[config.mk]
export PLATFORM = sky130hd
export DESIGN_NAME = tty_flat
export DESIGN_NICKNAME = d
export VERILOG_FILES = /design/src/rtl/tty_pkg.sv /design/src/rtl/tty_if.sv /design/src/rtl/tty_rx.sv /design/src/rtl/tty.sv /design/src/flat_wrapper.sv
export SDC_FILE = /design/constraint.sdc
export NUM_CORES = 1
export LEC_CHECK = 0
export BUFFER_PORTS_ARGS = -buffer_cell sky130_fd_sc_hd__buf_2
export CAP_MARGIN = 10
export CORE_MARGIN = 2
export CORE_UTILIZATION = 49
export DETAILED_ROUTE_END_ITERATION = 10
export HOLD_SLACK_MARGIN = 0.08
export MAX_ROUTING_LAYER = met4
export PLACE_DENSITY = 0.79
export SYNTH_ARGS = -nofsm -noshare
export SYNTH_HDL_FRONTEND = slang
export SYNTH_SLANG_ARGS = --single-unit
[constraint.sdc]
create_clock -name clk -period 2.1 [get_ports clk]
set_input_delay 0.42 -clock clk [delete_from_list [all_inputs] [get_ports clk]]
set_output_delay 0.42 -clock clk [all_outputs]
set_load 0.02 [all_outputs]
[src/rtl/tty_pkg.sv]
// Shared PDP-6 IO bus definitions: device codes, CONO/CONI bit positions,
// serial FSM state encodings and the one-hot priority-interrupt decode.
package tty_pkg;

  localparam logic [0:6] DEV_APR = 7'o000;
  localparam logic [0:6] DEV_PI  = 7'o001;
  localparam logic [0:6] DEV_PTP = 7'o020;
  localparam logic [0:6] DEV_PTR = 7'o021;
  localparam logic [0:6] DEV_TTY = 7'o024;

  localparam int CONO_TTI_CLR  = 25;
  localparam int CONO_TTO_CLR  = 26;
  localparam int CONO_TTI_SET  = 27;
  localparam int CONO_TTO_SET  = 28;
  localparam int CONI_TTI_BUSY = 29;
  localparam int CONI_TTI_FLAG = 30;
  localparam int CONI_TTO_BUSY = 31;
  localparam int CONI_TTO_FLAG = 32;
  localparam int PIA_LSB       = 33;  // pia occupies [33:35]
  localparam int DATA_MSB      = 28;  // character occupies [28:35]

  typedef enum logic [1:0] {TX_IDLE, TX_START, TX_DATA, TX_STOP} tx_state_t;
  typedef enum logic [1:0] {RX_IDLE, RX_START, RX_DATA, RX_STOP} rx_state_t;

  function automatic logic [1:7] pi_decode(input logic [0:2] chan);
    logic [1:7] req;
    req = '0;
    for (int i = 1; i <= 7; i++)
      if (int'(chan) == i) req[i] = 1'b1;
    return req;
  endfunction

endpackage

[src/rtl/tty_if.sv]
// PDP-6 IO bus as seen by one device: processor-driven selects/pulses and
// the device-driven ORed data and PI request lines.
interface tty_if;
  logic        iob_poweron;
  logic        iob_reset;
  logic        datao_clear;
  logic        datao_set;
  logic        cono_clear;
  logic        cono_set;
  logic        iob_fm_datai;
  logic        iob_fm_status;
  logic [3:9]  ios;
  logic [0:35] iob_out;
  logic [1:7]  pi_req;
  logic [0:35] iob_in;

  modport master (
    output iob_poweron, iob_reset, datao_clear, datao_set, cono_clear, cono_set,
           iob_fm_datai, iob_fm_status, ios, iob_out,
    input  pi_req, iob_in
  );

  modport slave (
    input  iob_poweron, iob_reset, datao_clear, datao_set, cono_clear, cono_set,
           iob_fm_datai, iob_fm_status, ios, iob_out,
    output pi_req, iob_in
  );
endinterface

[src/rtl/tty_rx.sv]
// Teletype 8N1 receiver: rxd synchronizer, bit-timing FSM and input buffer tib.
//   state    | meaning
//   RX_IDLE  | waiting for a falling edge on synchronized rxd
//   RX_START | half-bit wait, then re-check that the line is still low
//   RX_DATA  | sample 8 data bits at bit centres, LSB first
//   RX_STOP  | sample stop bit; high delivers the character, low drops it
module tty_rx import tty_pkg::*; #(
  parameter int BIT_CYCLES = 434
) (
  input  logic       clk,
  input  logic       reset,
  input  logic       clr,
  input  logic       rxd,
  output logic [0:7] tib,
  output logic       rx_done,
  output logic       rx_busy
);
  localparam int CW = $clog2(BIT_CYCLES);
  localparam logic [CW-1:0] CNT_BIT  = CW'(BIT_CYCLES - 1);
  localparam logic [CW-1:0] CNT_HALF = CW'(BIT_CYCLES / 2 - 1);

  logic          rxd_s1, rxd_s2, rxd_prev;
  rx_state_t     state, state_nxt;
  logic [CW-1:0] cnt, cnt_nxt;
  logic [2:0]    bit_idx, bit_idx_nxt;
  logic [0:7]    shift, shift_nxt;

  // Synchronizer flops clear to the idle-high level so a clear never fakes a start edge.
  always_ff @(posedge clk or negedge reset) begin
    if (!reset) begin
      rxd_s1   <= 1'b1;
      rxd_s2   <= 1'b1;
      rxd_prev <= 1'b1;
      state    <= RX_IDLE;
      cnt      <= '0;
      bit_idx  <= '0;
      shift    <= '0;
      tib      <= '0;
    end else if (clr) begin
      rxd_s1   <= 1'b1;
      rxd_s2   <= 1'b1;
      rxd_prev <= 1'b1;
      state    <= RX_IDLE;
      cnt      <= '0;
      bit_idx  <= '0;
      shift    <= '0;
      tib      <= '0;
    end else begin
      rxd_s1   <= rxd;
      rxd_s2   <= rxd_s1;
      rxd_prev <= rxd_s2;
      state    <= state_nxt;
      cnt      <= cnt_nxt;
      bit_idx  <= bit_idx_nxt;
      shift    <= shift_nxt;
      if (rx_done) tib <= shift;
    end
  end

  always_comb begin
    state_nxt   = state;
    cnt_nxt     = cnt;
    bit_idx_nxt = bit_idx;
    shift_nxt   = shift;
    rx_done     = 1'b0;
    unique case (state)
      RX_IDLE: begin
        if (rxd_prev && !rxd_s2) begin
          state_nxt = RX_START;
          cnt_nxt   = CNT_HALF;
        end
      end
      RX_START: begin
        if (cnt != '0) cnt_nxt = cnt - CW'(1);
        else if (rxd_s2) state_nxt = RX_IDLE;
        else begin
          state_nxt   = RX_DATA;
          cnt_nxt     = CNT_BIT;
          bit_idx_nxt = '0;
        end
      end
      RX_DATA: begin
        if (cnt != '0) cnt_nxt = cnt - CW'(1);
        else begin
          shift_nxt = {rxd_s2, shift[0:6]};
          cnt_nxt   = CNT_BIT;
          if (bit_idx == 3'd7) state_nxt = RX_STOP;
          else bit_idx_nxt = bit_idx + 3'd1;
        end
      end
      RX_STOP: begin
        if (cnt != '0) cnt_nxt = cnt - CW'(1);
        else begin
          state_nxt = RX_IDLE;
          rx_done   = rxd_s2;
        end
      end
      default: state_nxt = RX_IDLE;
    endcase
  end

  assign rx_busy = (state != RX_IDLE);

endmodule

[src/rtl/tty.sv]
// PDP-6 console teletype: IO bus decode (CONO/CONI/DATAO/DATAI), flags, PI
// channel and the 8N1 transmitter; the receiver lives in tty_rx.
//   state    | meaning
//   TX_IDLE  | line idle high, waiting for an accepted DATAO
//   TX_START | start bit (txd low)
//   TX_DATA  | 8 data bits from the shift register, LSB first
//   TX_STOP  | stop bit (txd high); its end completes the character
module tty import tty_pkg::*; #(
  parameter logic [0:6] DEVCODE    = DEV_TTY,
  parameter int         BIT_CYCLES = 434
) (
  input  logic  clk,
  input  logic  reset,
  tty_if.slave  iobus,
  input  logic  tti_rxd,
  output logic  tto_txd
);
  localparam int CW = $clog2(BIT_CYCLES);
  localparam logic [CW-1:0] CNT_BIT = CW'(BIT_CYCLES - 1);

  logic          sel, dev_clr, cono_set_sel, datao_go, datai_fall;
  logic [0:2]    pia;
  logic          tti_flag, tto_flag, tti_busy, tto_busy;
  logic [0:7]    tob, tob_or, tib;
  logic          fm_datai_q, rx_done, tx_done, txd_nxt;
  logic [1:7]    pi_req_q;
  logic [0:35]   iob_in_c;
  tx_state_t     tx_state, tx_state_nxt;
  logic [CW-1:0] tx_cnt, tx_cnt_nxt;
  logic [2:0]    tx_bit, tx_bit_nxt;
  logic [0:7]    tx_shift, tx_shift_nxt;
  logic          unused_iob_out;

  assign sel            = (iobus.ios == DEVCODE);
  assign dev_clr        = iobus.iob_reset | ~iobus.iob_poweron;
  assign cono_set_sel   = sel & iobus.cono_set;
  assign datao_go       = sel & iobus.datao_set & ~tto_busy;
  assign datai_fall     = sel & fm_datai_q & ~iobus.iob_fm_datai;
  assign tob_or         = tob | iobus.iob_out[DATA_MSB:35];
  assign tto_busy       = (tx_state != TX_IDLE);
  assign unused_iob_out = ^iobus.iob_out[0:24];

  tty_rx #(.BIT_CYCLES(BIT_CYCLES)) u_rx (
    .clk     (clk),
    .reset   (reset),
    .clr     (dev_clr),
    .rxd     (tti_rxd),
    .tib     (tib),
    .rx_done (rx_done),
    .rx_busy (tti_busy)
  );

  always_ff @(posedge clk or negedge reset) begin
    if (!reset) begin
      pia        <= '0;
      tti_flag   <= 1'b0;
      tto_flag   <= 1'b0;
      tob        <= '0;
      fm_datai_q <= 1'b0;
      pi_req_q   <= '0;
    end else if (dev_clr) begin
      pia        <= '0;
      tti_flag   <= 1'b0;
      tto_flag   <= 1'b0;
      tob        <= '0;
      fm_datai_q <= 1'b0;
      pi_req_q   <= '0;
    end else begin
      fm_datai_q <= iobus.iob_fm_datai;
      if (cono_set_sel) pia <= iobus.iob_out[PIA_LSB:35];
      else if (sel && iobus.cono_clear) pia <= '0;
      if (sel && iobus.datao_clear) tob <= '0;
      else if (datao_go) tob <= tob_or;
      // Completions and CONO sets take priority over any clear in the same cycle.
      if (rx_done || (cono_set_sel && iobus.iob_out[CONO_TTI_SET])) tti_flag <= 1'b1;
      else if ((cono_set_sel && iobus.iob_out[CONO_TTI_CLR]) || datai_fall) tti_flag <= 1'b0;
      if (tx_done || (cono_set_sel && iobus.iob_out[CONO_TTO_SET])) tto_flag <= 1'b1;
      else if ((cono_set_sel && iobus.iob_out[CONO_TTO_CLR]) || datao_go) tto_flag <= 1'b0;
      pi_req_q <= (tti_flag || tto_flag) ? pi_decode(pia) : '0;
    end
  end

  always_ff @(posedge clk or negedge reset) begin
    if (!reset) begin
      tx_state <= TX_IDLE;
      tx_cnt   <= '0;
      tx_bit   <= '0;
      tx_shift <= '0;
      tto_txd  <= 1'b1;
    end else if (dev_clr) begin
      tx_state <= TX_IDLE;
      tx_cnt   <= '0;
      tx_bit   <= '0;
      tx_shift <= '0;
      tto_txd  <= 1'b1;
    end else begin
      tx_state <= tx_state_nxt;
      tx_cnt   <= tx_cnt_nxt;
      tx_bit   <= tx_bit_nxt;
      tx_shift <= tx_shift_nxt;
      tto_txd  <= txd_nxt;
    end
  end

  // txd is registered from the next-state decode so the line never glitches.
  always_comb begin
    tx_state_nxt = tx_state;
    tx_cnt_nxt   = tx_cnt;
    tx_bit_nxt   = tx_bit;
    tx_shift_nxt = tx_shift;
    txd_nxt      = tto_txd;
    tx_done      = 1'b0;
    unique case (tx_state)
      TX_IDLE: begin
        if (datao_go) begin
          tx_state_nxt = TX_START;
          tx_cnt_nxt   = CNT_BIT;
          tx_shift_nxt = tob_or;
          txd_nxt      = 1'b0;
        end
      end
      TX_START: begin
        if (tx_cnt != '0) tx_cnt_nxt = tx_cnt - CW'(1);
        else begin
          tx_state_nxt = TX_DATA;
          tx_cnt_nxt   = CNT_BIT;
          tx_bit_nxt   = '0;
          txd_nxt      = tx_shift[7];
          tx_shift_nxt = {1'b0, tx_shift[0:6]};
        end
      end
      TX_DATA: begin
        if (tx_cnt != '0) tx_cnt_nxt = tx_cnt - CW'(1);
        else begin
          tx_cnt_nxt = CNT_BIT;
          if (tx_bit == 3'd7) begin
            tx_state_nxt = TX_STOP;
            txd_nxt      = 1'b1;
          end else begin
            tx_bit_nxt   = tx_bit + 3'd1;
            txd_nxt      = tx_shift[7];
            tx_shift_nxt = {1'b0, tx_shift[0:6]};
          end
        end
      end
      TX_STOP: begin
        if (tx_cnt != '0) tx_cnt_nxt = tx_cnt - CW'(1);
        else begin
          tx_state_nxt = TX_IDLE;
          tx_done      = 1'b1;
        end
      end
      default: tx_state_nxt = TX_IDLE;
    endcase
  end

  always_comb begin
    iob_in_c = '0;
    if (sel && !dev_clr) begin
      if (iobus.iob_fm_status) begin
        iob_in_c[PIA_LSB:35]   = pia;
        iob_in_c[CONI_TTO_FLAG] = tto_flag;
        iob_in_c[CONI_TTO_BUSY] = tto_busy;
        iob_in_c[CONI_TTI_FLAG] = tti_flag;
        iob_in_c[CONI_TTI_BUSY] = tti_busy;
      end
      if (iobus.iob_fm_datai) iob_in_c[DATA_MSB:35] = iob_in_c[DATA_MSB:35] | tib;
    end
  end

  assign iobus.iob_in = iob_in_c;
  assign iobus.pi_req = pi_req_q;

endmodule

[src/flat_wrapper.sv]
// flat-port wrapper written by rule: the top's interface ports become plain ports
module tty_flat import tty_pkg::*;
#(
  parameter logic [0:6] DEVCODE    = DEV_TTY,
  parameter int         BIT_CYCLES = 434
)
  (clk, reset, tti_rxd, tto_txd, iobus_iob_poweron, iobus_iob_reset, iobus_datao_clear, iobus_datao_set, iobus_cono_clear, iobus_cono_set, iobus_iob_fm_datai, iobus_iob_fm_status, iobus_ios, iobus_iob_out, iobus_pi_req, iobus_iob_in);
  tty_if iobus_i ();
  input  logic clk;
  input  logic reset;
  input  logic tti_rxd;
  output logic tto_txd;
  input wire logic [$bits(iobus_i.iob_poweron)-1:0] iobus_iob_poweron;
  input wire logic [$bits(iobus_i.iob_reset)-1:0] iobus_iob_reset;
  input wire logic [$bits(iobus_i.datao_clear)-1:0] iobus_datao_clear;
  input wire logic [$bits(iobus_i.datao_set)-1:0] iobus_datao_set;
  input wire logic [$bits(iobus_i.cono_clear)-1:0] iobus_cono_clear;
  input wire logic [$bits(iobus_i.cono_set)-1:0] iobus_cono_set;
  input wire logic [$bits(iobus_i.iob_fm_datai)-1:0] iobus_iob_fm_datai;
  input wire logic [$bits(iobus_i.iob_fm_status)-1:0] iobus_iob_fm_status;
  input wire logic [$bits(iobus_i.ios)-1:0] iobus_ios;
  input wire logic [$bits(iobus_i.iob_out)-1:0] iobus_iob_out;
  output wire logic [$bits(iobus_i.pi_req)-1:0] iobus_pi_req;
  output wire logic [$bits(iobus_i.iob_in)-1:0] iobus_iob_in;
  assign iobus_i.iob_poweron = iobus_iob_poweron;
  assign iobus_i.iob_reset = iobus_iob_reset;
  assign iobus_i.datao_clear = iobus_datao_clear;
  assign iobus_i.datao_set = iobus_datao_set;
  assign iobus_i.cono_clear = iobus_cono_clear;
  assign iobus_i.cono_set = iobus_cono_set;
  assign iobus_i.iob_fm_datai = iobus_iob_fm_datai;
  assign iobus_i.iob_fm_status = iobus_iob_fm_status;
  assign iobus_i.ios = iobus_ios;
  assign iobus_i.iob_out = iobus_iob_out;
  assign iobus_pi_req = iobus_i.pi_req;
  assign iobus_iob_in = iobus_i.iob_in;
  tty #(.DEVCODE(DEVCODE), .BIT_CYCLES(BIT_CYCLES)) u_core (.clk(clk), .reset(reset), .iobus(iobus_i), .tti_rxd(tti_rxd), .tto_txd(tto_txd));
endmodule
==> metrics.md <==
| Metric | Value |
|---|---|
| Status | complete, but fails checks |
| Failing checks | setup timing |
| Cell area after layout | ~5400 um^2 |
| Final setup violation count | 15 |
| FF/Latch Area | 1930 um^2 |
| Core box area | just under 9000 um^2 |
| Port bufs | 44 |
| Post-Layout Cell Count | 667 |
| Drt wl/cell | 16.2 um |
| DRC Markers | 0 |
| Final hold vios | 0 |
| Final Cycle Share | 1.06 |
| H-tree Lvls | 3 |
| Seq/Total Area, Yosys | 0.440 |
| Crit path top cell by count | buf_6 |
| Setup TNS Final | -1.12 ns |
| Critical path endpoint category | primary output |
| Vias per cell | between 5 and 6 |
| Post-synth ARST share | 1.00 |
| Sequential power share | 0.482 |
| CP cell instances | buf_6 -> or4b_4 -> nor4b_4 -> buf_6 -> nand2_8 -> nor2_4 -> buf_6 |
| Num CTS Buffers | 9 |
| Worst slew pin tran | between 0.5 and 0.6 ns |
| RSZ-0062 raised after global routing | yes |
| Top FF cell, synth | dfrtp_1 |
| Max_cap viols | 0 |
| Comb pwr share | 0.174 |
| Io pins | 98 |
| Worst-path maximum fanout | 7 |
| Synth top cells by count | dfrtp_1, nor2_1, nand2_1, a21oi_1, buf_4 |
| GR met2 Demand/Resource | 0.354 |
| Post-DP HPWL | 7.17 mm |
| CP max stage delay | 0.55 ns |
| Top cells by area, synth | dfrtp_1, nor2_1, buf_4 |
| Mapped Avg Cell Area | 9.11 um^2 |
| Pin count of the biggest net entering global routing | between 40 and 50 |
| CP required | 1.68 ns |
| Placed cell areas | 4900 um^2 |
| Clock share of power | 0.344 |
| Max VDD drop | 0.354 mV |
| DRT iter0 DRCs | 314 |
| Area growth syn-to-layout | 23.8% |
| Multi-input gate area | 2420 um^2 |
| Seq cells post-synth | 77 |
| CTS tree | built |
| Antenna cells | 0 |
| CP arrival | 1.81 ns |
| Num rows | 34 |
| WHS | 0.263 ns |
| Buffers & Inverters on Critical Path | 3 |
| Clock net sink count | 77 |
| Yosys top cell area share | 0.416 |
| Antenna Violating Nets Remaining | 0 |
| Clk buf depth | 2 |
| Fin crit period | ~2.2 ns |
| Area leader, netlist | dfrtp_1 |
| Final count of pins violating max slew | 0 |
| Grt met1 use | 0.295 |
| DIE AREA | 9730 um^2 |
| DR pass1 iterations | 5 |
| Root buf cell | clkbuf_8 |
| Synthesized cell area | between 4000 and 5000 um^2 |
| # fillers | 666 |
| Internal | 2.19 mW |
| RD Place Congestion | 0.901 |
| Worst reg2reg setup slack | -0.04 ns |
| Final net count | 624 |
| Critical Path Start Type | primary input |
| Clock Skews | 0.0128 ns |
| Met3 usage | 0.0489 |
| Cell variety after synth | 66 |
| Critical path's slowest cell | or4b_4 |
| Fin worst setup slack | -0.135 ns |
| Die span in x | 98.6 um |
| Initial Util | 0.503 |
| Placed Cells | ~640 |
| Yosys Warn Count | 0 |
| Total number of vias | 3877 |
| Count leader, synth | dfrtp_1 |
| Vias in the first global route | 3668 |
| Lkg Pwr | 2.44 nW |
| Clock-pin slew on the worst setup and hold paths | roughly 0.080 ns |
| Gr usage total | 0.227 |
| GR peak layer | met2 |
| Final global-route overflow total | 0 |
| Share of layout cells above drive strength 1 | 0.272 |
| First-pass GRT wire length | around 17 mm |
| Hold Path Class | primary input to flip-flop |
| Kind of critical path | primary input to primary output |
| Mapped Cells | a little under 500 |
| DIE HEIGHT | 98.6 um |
| Power density over the cells | between 500 and 600 nW/um^2 |
| Pre-CTS WS | -0.237 ns |
| Sw frac | 0.310 |
| Post-synth EDFFs | 0 |
| Slew HR | 0.665 |
| CP top delay family | simple AND/OR/NAND/NOR gates |
| Worst-skew pair later-pin latency | 0.36 ns |
| P_sw | 0.983 mW |
| Fmax | 0.447 GHz |
| Initial antenna violation count | 0 |
| Final WL | 10.8 mm |
[worst register-to-register path: stages (launching register included)]
cell and delay, ns:
dfrtp_1 0.40, inv_2 0.08, ha_4 0.13, or4b_4 0.50, nor2b_4 0.16, buf_6 0.12, and3_4 0.23, buf_12 0.13
mux2i_2 0.20, nor2_1 0.06
[registers in the layout, indices dropped and copies added (netlist names), 2 cells and up]
name / flops
u_core.tx_cnt: 9
u_core.tx_shift: 8
u_core.tob: 8
u_core.u_rx.state: 2
u_core.tx_state: 2
u_core.u_rx.shift: 8
u_core.tx_bit: 3
u_core.u_rx.bit_idx: 3
u_core.u_rx.cnt: 9
u_core.pia: 3
u_core.iobus.pi_req: 7
u_core.u_rx.tib: 8
[layout by cell type, fill, tap and decap left out, types with 5 or more instances in the layout]
cell | netlist | layout
mux2i_1 | 21 | 20
nor2_4 | 0 | 7
nor2_1 | 66 | 59
nand2b_1 | 12 | 10
o21ai_0 | 27 | 24
conb_1 | 1 | 28
a21oi_1 | 38 | 33
o31ai_1 | 6 | 5
a22oi_1 | 7 | 6
buf_4 | 29 | 30
ha_1 | 16 | 13
nand3_1 | 16 | 15
inv_1 | 17 | 14
clkbuf_8 | 0 | 9
nor3_1 | 6 | 5
buf_2 | 5 | 34
dfrtp_1 | 73 | 73
nand2_1 | 40 | 38
buf_6 | 1 | 13
[per-stage QoR]
step	total power [mW]	util
6_report	3.17	0.623
3_3_place_gp	1.98	0.561
2_1_floorplan	1.85	-
5_1_grt	3.30	0.623
4_1_cts	3.11	0.603
3_5_place_dp	1.99	0.561
[cell type report]
type / count / share of cell area
Multi-Input combinational cell: 364 / 0.446
Clock inverter: 7 / 0.0124
Timing Repair Buffer: 85 / 0.126
Inverter: 17 / 0.0117
Tap cell: 108 / 0.0249
Sequential cell: 77 / 0.356
Clock buffer: 9 / 0.0228
[cells by family (layout without fill, tap and decap cells)]
family / after synthesis / in the layout / synth area share
mux: 21 / 21 / 0.0479
flops: 77 / 77 / 0.440
compound gates: 121 / 121 / 0.178
simple gates: 178 / 178 / 0.201
fa+ha+maj: 16 / 16 / 0.0456
buf+inv: 68 / 118 / 0.0861
other cells: 1 / 28 / 0.000854
[final timing paths]
check | cells after the start | to | startpoint
worst min-delay path | 2 | u_core.u_rx.rxd_s1$_DFF_PN1_ | tti_rxd
min in group asynchronous | 2 | u_core.u_rx.cnt[4]$_DFFE_PN0P_ | reset
worst min register to register | 1 | u_core.u_rx.rxd_s2$_DFF_PN1_ | u_core.u_rx.rxd_s1$_DFF_PN1_
max in group asynchronous | 3 | u_core.tx_bit[0]$_DFFE_PN0P_ | reset
worst max register to register | 9 | u_core.u_rx.tib[3]$_DFFE_PN0P_ | u_core.u_rx.cnt[1]$_DFFE_PN0P_
worst max-delay path | 7 | iobus_iob_in[0] | iobus_ios[5]
[power by group through the flow]
stage / clock network, mW / logic (mW) / registers (mW)
after CTS: 1.11 / 0.473 / 1.53
after global placement: 0 / 0.424 / 1.55
final: 1.09 / 0.552 / 1.53
after detailed placement: 0 / 0.436 / 1.55
after floorplan: 0 / 0.301 / 1.55
after global routing: 1.17 / 0.600 / 1.53
[layer usage]
| layer | part of all wire | vias up |
|---|---|---|
| met5 | 0 | - |
| met4 | 0.015 | 0 |
| met3 | 0.070 | 20 |
| met2 | 0.50 | 171 |
| met1 | 0.41 | 1882 |
| li1 | - | 1804 |
[timing repair]
action | CTS | global route
endpoints found under the setup margin | 29 | 37
setup buffers | 1 | 8
resized for setup | 36 | 25
pin swaps | 10 | 10
gates cloned | 1 | 1
hold buffers | 1 | 0
endpoints found under the hold margin | 35 | 0
(Power assumes the default switching activity.)
